==> config.mk <==
export PLATFORM = sky130hd
export DESIGN_NAME = valve_actuator
export DESIGN_NICKNAME = d
export VERILOG_FILES = /design/src/rtl/valve_actuator.sv
export SDC_FILE = /design/constraint.sdc
export NUM_CORES = 1
export LEC_CHECK = 0
export CAP_MARGIN = 20
export CORE_MARGIN = 2
export CORE_UTILIZATION = 50
export DETAILED_ROUTE_END_ITERATION = 6
export HOLD_SLACK_MARGIN = 0.12
export PLACE_DENSITY = 0.81
export SYNTH_ARGS = -nofsm -noshare
export SYNTH_HDL_FRONTEND = slang
export SYNTH_SLANG_ARGS = --single-unit
==> constraint.sdc <==
create_clock -name clk -period 4.74 [get_ports clk]
set_clock_uncertainty 0.2 [all_clocks]
set_input_delay 1.185 -clock clk [delete_from_list [all_inputs] [get_ports clk]]
set_output_delay 1.185 -clock clk [all_outputs]
set_load 0.005 [all_outputs]
==> src/rtl/valve_actuator.sv <==
// Valve actuator sequencer: debounces the open request, drives the open/close
// motor until the matching limit switch is reached, and latches travel/sensor faults.
//
// state   | meaning
// --------+-----------------------------------------------------------
// CLOSED  | at closed limit, motors off, dwell timer running
// OPENING | driving toward open, travel timer running
// OPEN    | at open limit, motors off, dwell timer running
// CLOSING | driving toward closed, travel timer running
// FAULT   | travel timeout or limit-switch conflict, waits for fault_clr
module valve_actuator #(
  parameter int DEBOUNCE       = 4,
  parameter int TRAVEL_TIMEOUT = 16,
  parameter int MIN_DWELL      = 8
) (
  input  logic       clk,
  input  logic       rst_n,
  input  logic       valve_req,
  input  logic       pos_open,
  input  logic       pos_closed,
  input  logic       fault_clr,
  output logic       motor_open,
  output logic       motor_close,
  output logic [2:0] state,
  output logic       fault
);

  typedef enum logic [2:0] {
    CLOSED  = 3'd0,
    OPENING = 3'd1,
    OPEN    = 3'd2,
    CLOSING = 3'd3,
    FAULT   = 3'd4
  } state_t;

  localparam logic [3:0] DB_LAST   = 4'(DEBOUNCE - 1);
  localparam logic [7:0] TRAV_LAST = 8'(TRAVEL_TIMEOUT - 1);
  localparam logic [7:0] DWELL_MAX = 8'(MIN_DWELL);

  state_t     state_q;
  state_t     state_nxt;
  logic       req_filt;
  logic [3:0] db_cnt;
  logic [7:0] dwell_cnt;
  logic [7:0] trav_cnt;
  logic       dwell_done;
  logic       conflict;

  assign dwell_done = (dwell_cnt == DWELL_MAX);
  assign conflict   = pos_open & pos_closed;
  assign state      = state_q;
  assign fault      = (state_q == FAULT);

  // Request filter: a new level must persist DEBOUNCE edges before acceptance
  always_ff @(posedge clk or negedge rst_n) begin
    if (!rst_n) begin
      req_filt <= 1'b0;
      db_cnt   <= 4'd0;
    end else if (valve_req != req_filt) begin
      if (db_cnt == DB_LAST) begin
        req_filt <= valve_req;
        db_cnt   <= 4'd0;
      end else begin
        db_cnt <= db_cnt + 4'd1;
      end
    end else begin
      db_cnt <= 4'd0;
    end
  end

  always_comb begin
    state_nxt = state_q;
    case (state_q)
      CLOSED: begin
        if (req_filt && dwell_done) state_nxt = OPENING;
      end
      OPENING: begin
        if (pos_open)                   state_nxt = OPEN;
        else if (!req_filt)             state_nxt = CLOSING;
        else if (trav_cnt == TRAV_LAST) state_nxt = FAULT;
      end
      OPEN: begin
        if (!req_filt && dwell_done) state_nxt = CLOSING;
      end
      CLOSING: begin
        if (pos_closed)                 state_nxt = CLOSED;
        else if (req_filt)              state_nxt = OPENING;
        else if (trav_cnt == TRAV_LAST) state_nxt = FAULT;
      end
      FAULT: begin
        if (fault_clr && !conflict) state_nxt = pos_closed ? CLOSED : CLOSING;
      end
      default: state_nxt = CLOSED;
    endcase
    // Both limits at once means a broken sensor; this overrides everything
    if (state_q != FAULT && conflict) state_nxt = FAULT;
  end

  always_ff @(posedge clk or negedge rst_n) begin
    if (!rst_n) begin
      state_q     <= CLOSED;
      motor_open  <= 1'b0;
      motor_close <= 1'b0;
    end else begin
      state_q     <= state_nxt;
      motor_open  <= (state_nxt == OPENING);
      motor_close <= (state_nxt == CLOSING);
    end
  end

  // Any state change restarts both timers, including a direct reversal
  always_ff @(posedge clk or negedge rst_n) begin
    if (!rst_n) begin
      dwell_cnt <= 8'd0;
      trav_cnt  <= 8'd0;
    end else if (state_nxt != state_q) begin
      dwell_cnt <= 8'd0;
      trav_cnt  <= 8'd0;
    end else begin
      case (state_q)
        CLOSED, OPEN: begin
          if (!dwell_done) dwell_cnt <= dwell_cnt + 8'd1;
        end
        OPENING, CLOSING: begin
          if (trav_cnt != TRAV_LAST) trav_cnt <= trav_cnt + 8'd1;
        end
        default: begin
          dwell_cnt <= 8'd0;
          trav_cnt  <= 8'd0;
        end
      endcase
    end
  end

endmodule

==> run_results.csv, run 1 <==
group,metric,value,unit
setup_path,worstPathArrival,2.00,ns
sta,fmax,295,MHz
synthesis,synth-seq-cells,26,
clock_network,cts_hold_buffers,0,
cells_and_area,areaGrowthSynthToFinish,11.9,%
drt,vias,1332,
floorplan,ios,12,
clock_network,cts_tree,"built",
floorplan,fp.dieW,60.4,um
drt,drtIter0Drc,105,
placed_design,pre_cts_slack,1.37,ns
grt,antenna_found_initial,0,
setup_path,crit_type,"reg -> out",
power,peakVddDrop,0.118,mV
placed_design,numPortBuffers,11,
clock_network,cts_root_buffer,"clkbuf_4",
cells_and_area,drive_gt1_frac,0.122,
sta,fin_tns_setup,0,ns
clock_network,cts_resized,0,
drt,vias_per_cell,5.92,
synthesis,ys_types,48,
sta,drv_slew,0,
cells_and_area,fin_area,1780,um^2
clock_network,clk_pin_slew_worst_paths,0.14,ns
power,p_per_area,334,nW/um^2
synthesis,ys_seq_area_frac,0.410,
sta,final-hold-violation-count,0,
placed_design,hpwl,2.34,mm
clock_network,htreeDepth,1,
cells_and_area,layout_commonest_cell,"dfrtp_1",
drt,drt_wl_total,3.28,mm
drt,first_pass_iters,6,
sta,worst_pin_slew,0.688,ns
setup_path,path_max_fanout,12,
outcome,outcome,"finished clean",
drt,wire_per_inst,14.6,um
synthesis,synth_ff_type,"dfrtp_1",
synthesis,syn_nets,181,
synthesis,synth_warnings,0,
job,maxCapViolCount,0,
grt,grt_pass1_wl,5.71,mm
sta,timing.final.ws_setup,1.35,ns
drt,drcViolationCount,0,
setup_path,end_kind,"output pin",
sta,slew_headroom,0.536,
sta,timing.final.crit_period,3.39,ns
floorplan,start_util,0.524,
placed_design,gp_congestion,0.873,
clock_network,cts_buffers,3,
drt,ant_nets,0,
sta,rsz0062_at_grt,"false",
cells_and_area,fin_nets,192,
grt,grt_max_degree,27,
power,leakage,0.716,nW
cells_and_area,antennaDiodeCount,0,
cells_and_area,fillers,252,
clock_network,cts.sinks,26,
cells_and_area,finish.utilization,0.587,
grt,gr-total-overflow,0,
grt,grt_pass1_vias,1280,
placed_design,placed_cell_area,1720,um^2
synthesis,synth_cells,171,
grt,grt_use_total,0.210,
floorplan,dieArea,3640,um^2
synthesis,avgSynthCellArea,9.29,um^2
floorplan,die_h,60.4,um
worst_hold_path,holdCritPathClass,"reg -> reg",
setup_path,cp.required,3.36,ns
setup_path,cp-start-kind,"register",
synthesis,synth_edf_count,0,
clock_network,cts_setup_buffers,0,
clock_network,clk_latency,0.34,ns
sta,setup_violations,0,
cells_and_area,final_cell_mix,"26 x dfrtp_1, 16 x nand2_1, 14 x nor2_1",
sta,period_share,0.715,
floorplan,num_rows,20,
synthesis,async_reset_ff_frac,1.00,
synthesis,syn_area,1590,um^2
floorplan,coreArea,3030,um^2
clock_network,clock_path_buffers,2,
-- logic make-up (layout without fill, tap and decap cells) --
family,Yosys count,after routing,synth area share
compound gates,40,40,0.175
fa+ha+maj,4,4,0.0315
buf+inv,14,24,0.0441
mux,4,4,0.0378
flops,26,26,0.410
xor+xnor,3,3,0.0166
simple gates,80,80,0.285
-- path summary, 6_finish.rpt --
path	slack, ns	end	startpoint	depth (start not counted)
min in group asynchronous	1.00	trav_cnt[2]$_DFFE_PN0P_	rst_n	2
min	0.30	db_cnt[0]$_DFF_PN0_	db_cnt[0]$_DFF_PN0_	1
max in group asynchronous	3.09	trav_cnt[1]$_DFFE_PN0P_	rst_n	2
max reg2reg	2.24	dwell_cnt[3]$_DFFE_PN0P_	trav_cnt[0]$_DFFE_PN0P_	6
max	1.35	fault	state[2]$_DFF_PN0_	2
min reg2reg	0.30	db_cnt[0]$_DFF_PN0_	db_cnt[0]$_DFF_PN0_	1
-- where the power goes --
| part | internal (mW) | total, mW | leakage, nW | switching (mW) |
|---|---|---|---|---|
| combinational | 0.0752 | 0.162 | 0.333 | 0.0871 |
| clock | 0.0857 | 0.158 | 0.0279 | 0.0727 |
| sequential | 0.242 | 0.272 | 0.355 | 0.0299 |
| total | 0.403 | 0.593 | 0.716 | 0.190 |
-- synth_stat cells, drive strengths merged, types with 4 or more instances --
cell,number,area share
a21oi,10,0.032
a31oi,9,0.035
buf,4,0.020
dfrtp,26,0.41
ha,4,0.032
inv,7,0.017
nand2,16,0.038
nand3,11,0.035
nand3b,5,0.024
nor2,15,0.037
nor3,7,0.022
o21ai,4,0.013
or3,4,0.016
-- per-stage QoR --
step,std cells,power [mW],hold WS [ns]
6_report,225,0.593,0.302
2_1_floorplan,171,0.392,0.244
3_5_place_dp,221,0.437,0.284
3_3_place_gp,221,0.426,0.255
4_1_cts,225,0.591,0.302
5_1_grt,225,0.624,0.334
-- area by class of cell --
type	count	area (um^2)	share of cell area
sequential	26	651	0.366
inverter	7	26.3	0.0148
clock buffer	3	22.5	0.0127
multi-input combinational	131	867	0.488
clock inverter	1	30.0	0.0169
tap	44	55.1	0.0310
timing repair buffer	13	125	0.0704
-- state kept, by name, indices dropped and copies added, names as in the netlist --
signal	flops
db_cnt	4
dwell_cnt	8
state	3
trav_cnt	8
motor_close	1
req_filt	1
motor_open	1
-- metal layers --
| metal | wire length, um | track usage |
|---|---|---|
| met3 | 128 | 0.0426 |
| met2 | 1590 | 0.332 |
| met4 | 91 | 0.127 |
| met5 | 0 | 0 |
| met1 | 1480 | 0.266 |
-- critical path, cell delays in order, from the launching register on --
cell,delay (ns)
dfrtp_1,0.58
nor3b_1,0.49
clkdlybuf4s50_1,0.60
Note: power is estimated with default switching activity, not from simulation.
==> run 2, diff against run 1 <==
PLACE_DENSITY = 0.84   (was 0.81)
clock period = 2.9 ns   (was 4.74 ns; I/O delays follow)
==> run 2 against run 1 <==
  * Register-to-register slack got worse by 1.8 ns
  * Sequential power increased by 63%
  * Sequential share of layout area fell by 0.13 points
  * Non-clock buffer count increased by 3
  * Largest power group unchanged
  * Via count stayed put
  * Power increased by 52%
  * Critical path type unchanged
==> run_results.csv, run 2 (synthesis results as in run 1) <==
group,metric,value,unit
grt,antenna_found_initial,0,
setup_path,cp.required,1.98,ns
clock_network,clock_path_buffers,2,
drt,ant_nets,0,
cells_and_area,top_regs,"dwell_cnt x8, trav_cnt x8, db_cnt x4",
power,p_per_area,504,nW/um^2
sta,timing.final.ws_setup,0.157,ns
sta,fmax,365,MHz
clock_network,cts_hold_buffers,0,
sta,slew_headroom,0.626,
setup_path,cp-start-kind,"register",
worst_hold_path,holdCritPathClass,"reg -> reg",
clock_network,cts_tree,"built",
cells_and_area,final_cell_mix,"26 x dfrtp_1, 16 x nand2_1, 14 x nor2_1",
setup_path,worstPathArrival,1.82,ns
power,leakage,0.723,nW
sta,fin_tns_setup,0,ns
clock_network,clk_latency,0.33,ns
floorplan,fp.dieW,60.4,um
sta,setup_violations,0,
cells_and_area,antennaDiodeCount,0,
clock_network,cts_resized,0,
sta,worst_pin_slew,0.562,ns
cells_and_area,finalNonFillerCells,228,
clock_network,cts_buffers,3,
clock_network,clk_pin_slew_worst_paths,0.15,ns
outcome,outcome,"finished clean",
grt,grt_pass1_wl,5.55,mm
floorplan,ios,12,
placed_design,hpwl,2.32,mm
clock_network,htreeDepth,1,
drt,drtIter0Drc,94,
grt,grt_max_degree,27,
sta,timing.hold.ws,0.283,ns
clock_network,cts.sinks,26,
cells_and_area,layout_commonest_cell,"dfrtp_1",
cells_and_area,drive_gt1_frac,0.136,
placed_design,pre_cts_slack,0.00140,ns
placed_design,numPortBuffers,11,
drt,drcViolationCount,0,
cells_and_area,fin_nets,195,
placed_design,place_inst,224,
drt,first_pass_iters,4,
sta,final-hold-violation-count,0,
clock_network,cts_root_buffer,"clkbuf_4",
floorplan,die_h,60.4,um
setup_path,crit_type,"reg -> out",
setup_path,end_kind,"output pin",
setup_path,path_max_fanout,12,
sta,period_share,0.946,
grt,gr-total-overflow,0,
sta,rsz0062_at_grt,"false",
drt,vias_per_cell,5.84,
placed_design,gp_congestion,0.836,
floorplan,coreArea,3030,um^2
cells_and_area,areaGrowthSynthToFinish,12.3,%
clock_network,cts_setup_buffers,0,
drt,vias,1332,
power,peakVddDrop,0.138,mV
floorplan,start_util,0.524,
drt,wire_per_inst,14.2,um
grt,grt_use_total,0.200,
grt,grt_pass1_vias,1275,
sta,drv_slew,0,
drt,drt_wl_total,3.24,mm
floorplan,dieArea,3640,um^2
floorplan,num_rows,20,
power,finalPower,0.899,mW
sta,timing.final.crit_period,2.74,ns
job,maxCapViolCount,0,
-- run 2: power breakdown --
| part | total (mW) | switching, mW | internal, mW |
|---|---|---|---|
| combinational | 0.265 | 0.138 | 0.127 |
| clock | 0.192 | 0.115 | 0.0769 |
| sequential | 0.443 | 0.0475 | 0.395 |
-- run 2: per-layer routing --
layer	share of wire	global-route usage
met1	0.48	0.260
met2	0.48	0.321
met3	0.030	0.0320
met4	0.014	0.108
met5	0	0
-- run 2: cell type report --
class                           instances  area, um^2
Sequential cell                        26         651
Inverter                                7        26.3
Multi-Input combinational cell        131         867
Timing Repair Buffer                   16         148
Tap cell                               44        55.1
Clock buffer                            4        36.3
Fill cell                             244        1240
-- run 2: path summary, 6_finish.rpt --
kind,from,end,slack [ns],cells after the start
max,state[2]$_DFF_PN0_,fault,0.16,2
min,db_cnt[0]$_DFF_PN0_,db_cnt[0]$_DFF_PN0_,0.28,1
max reg2reg,dwell_cnt[0]$_DFFE_PN0P_,dwell_cnt[6]$_DFFE_PN0P_,0.41,8
min reg2reg,db_cnt[0]$_DFF_PN0_,db_cnt[0]$_DFF_PN0_,0.28,1
max in group asynchronous,rst_n,trav_cnt[4]$_DFFE_PN0P_,1.72,2
min in group asynchronous,rst_n,motor_open$_DFF_PN0_,0.53,2
-- run 2: worst max-delay path: stages, from the launching register on --
cell and delay [ns]:
dfrtp_1 0.59, nor3b_1 0.33, clkdlybuf4s50_1 0.57
-- run 2: stage by stage --
step	area, um^2	utilization
4_1_cts	1780	0.589
2_1_floorplan	1590	-
6_report	1780	0.589
5_1_grt	1780	0.589
3_3_place_gp	1750	0.577
3_5_place_dp	1750	0.577
==> run 3, diff against run 2 <==
CORE_UTILIZATION = 40   (was 50)
CTS_CLUSTER_SIZE = 28   (was not set)
PLACE_DENSITY = 0.71   (was 0.84)
==> run 3 against run 2 <==
  * Final cell count increased by 1.8%
  * Worst hold slack gained 0.0056 ns
  * Core utilization is 10 points lower
  * Setup slack improved by 0.15 ns
  * Register-to-register slack better by 0.03 ns
  * Fmax increased by 5.8%
  * Sequential power barely moved
  * Sequential share of layout area decreased by 0.80 points
  * Final area grew 2.2%
  * Count of clock-buffer cells in the layout is 1 lower
  * Combinational power fell by 2%
  * First-iteration DRC count increased by 19%
  * Largest power group unchanged
==> run_results.csv, run 3 (synthesis results as in run 1) <==
group,metric,value,unit
setup_path,cpPeakStageDelay,0.56,ns
grt,antenna_found_initial,0,
cells_and_area,antennaDiodeCount,0,
clock_network,clk_latency,0.28,ns
cells_and_area,register_area,651,um^2
clock_network,cts.sinks,26,
cells_and_area,top_regs,"dwell_cnt x8, trav_cnt x8, db_cnt x4",
placed_design,placed_cell_area,1750,um^2
cells_and_area,finalNonFillerCells,232,
setup_path,worst-path-buf-inv,1,
drt,vias_per_cell,5.63,
drt,drt_wl_total,3.17,mm
sta,drv_slew,0,
floorplan,dieArea,4490,um^2
grt,gr-total-overflow,0,
drt,ant_nets,0,
floorplan,num_rows,22,
sta,worst_pin_slew,0.561,ns
cells_and_area,fillers,371,
power,peakVddDrop,0.254,mV
setup_path,cp.required,1.98,ns
power,p_per_area,553,nW/um^2
sta,timing.final.crit_period,2.59,ns
setup_path,worstPathArrival,1.67,ns
clock_network,clk_pin_slew_worst_paths,0.09,ns
cells_and_area,areaGrowthSynthToFinish,14.8,%
grt,grt_max_degree,27,
drt,first_pass_iters,4,
setup_path,path_cells,"nor3b_1 -> clkdlybuf4s50_1",
clock_network,cts_tree,"built",
worst_hold_path,holdCritPathClass,"reg -> reg",
clock_network,cts_buffers,3,
setup_path,path_max_fanout,12,
cells_and_area,multi_input_area,867,um^2
drt,drcViolationCount,0,
sta,fin_tns_setup,0,ns
sta,timing.final.ws_setup,0.307,ns
setup_path,critPathTopFamily,"flip-flops",
floorplan,ios,12,
setup_path,slowest_stage,"dfrtp_1",
floorplan,fp.dieW,67.0,um
clock_network,cts_root_buffer,"clkbuf_8",
outcome,outcome,"finished clean",
placed_design,place_inst,228,
cells_and_area,fin_nets,195,
drt,vias,1305,
floorplan,coreArea,3740,um^2
drt,drtIter0Drc,112,
sta,period_share,0.894,
grt,grt_pass1_wl,5.50,mm
placed_design,gp_congestion,0.835,
floorplan,start_util,0.424,
cells_and_area,final_cell_mix,"26 x dfrtp_1, 16 x nand2_1, 14 x nor2_1",
placed_design,hpwl,2.35,mm
power,leakage,0.737,nW
sta,rsz0062_at_grt,"false",
setup_path,crit_type,"reg -> out",
clock_network,htreeDepth,1,
cells_and_area,finish.utilization,0.487,
grt,grt_pass1_vias,1244,
clock_network,cts_resized,0,
sta,setup_violations,0,
cells_and_area,layout_commonest_cell,"dfrtp_1",
grt,grt_use_total,0.159,
floorplan,die_h,67.0,um
placed_design,numPortBuffers,11,
drt,wire_per_inst,13.7,um
sta,timing.hold.ws,0.289,ns
clock_network,cts_hold_buffers,0,
sta,final-hold-violation-count,0,
sta,slew_headroom,0.626,
power,finalPower,1.01,mW
cells_and_area,fin_area,1820,um^2
setup_path,cp-start-kind,"register",
clock_network,cts_setup_buffers,0,
job,maxCapViolCount,0,
clock_network,clock_path_buffers,2,
cells_and_area,drive_gt1_frac,0.136,
sta,fmax,386,MHz
setup_path,end_kind,"output pin",
placed_design,pre_cts_slack,0.0150,ns
-- run 3: changes by cell type in the layout (fill, tap and decap cells not counted) --
cell	previous run	this run
clkbuf_4	3	0
clkbuf_8	1	3
bufinv_16	0	1
-- run 3: routing by layer --
layer	share of wire	up-vias	wire, um	global-route usage
li1	-	648	-	-
met1	0.48	624	1510	0.220
met2	0.48	31	1510	0.250
met3	0.037	2	118	0.0321
met4	0.0092	0	29	0.0434
met5	0	-	0	0
-- run 3: where the power goes --
part,total [mW],internal (mW),switching (mW),leakage (nW)
sequential,0.443,0.395,0.0477,0.355
clock,0.304,0.185,0.119,0.0357
combinational,0.261,0.126,0.134,0.347
-- run 3: cell type report --
cell class,count,area share
flip-flops and latches,26,0.357
well taps,48,0.0329
clock inverters,1,0.0165
repair buffers,16,0.0810
multi-input cells,131,0.476
inverters,7,0.0144
clock buffers,3,0.0226
-- run 3: worst reg2reg max path, stage by stage, from the launching register on --
cell and delay [ns]:
dfrtp_1 0.42, inv_1 0.09, ha_1 0.15, or4b_4 0.47, nor4b_4 0.38, a311oi_2 0.17, buf_4 0.22, a31oi_1 0.18
a21oi_1 0.09
-- run 3: path summary, 6_finish.rpt --
| check | from | endpoint | slack (ns) | cells after the start |
|---|---|---|---|---|
| max | state[2]$_DFF_PN0_ | fault | 0.31 | 2 |
| min | db_cnt[0]$_DFF_PN0_ | db_cnt[0]$_DFF_PN0_ | 0.29 | 1 |
| max reg2reg | dwell_cnt[0]$_DFFE_PN0P_ | dwell_cnt[5]$_DFFE_PN0P_ | 0.44 | 8 |
| min reg2reg | db_cnt[0]$_DFF_PN0_ | db_cnt[0]$_DFF_PN0_ | 0.29 | 1 |
| max in group asynchronous | rst_n | state[2]$_DFF_PN0_ | 1.64 | 2 |
| min in group asynchronous | rst_n | dwell_cnt[0]$_DFFE_PN0P_ | 0.60 | 2 |
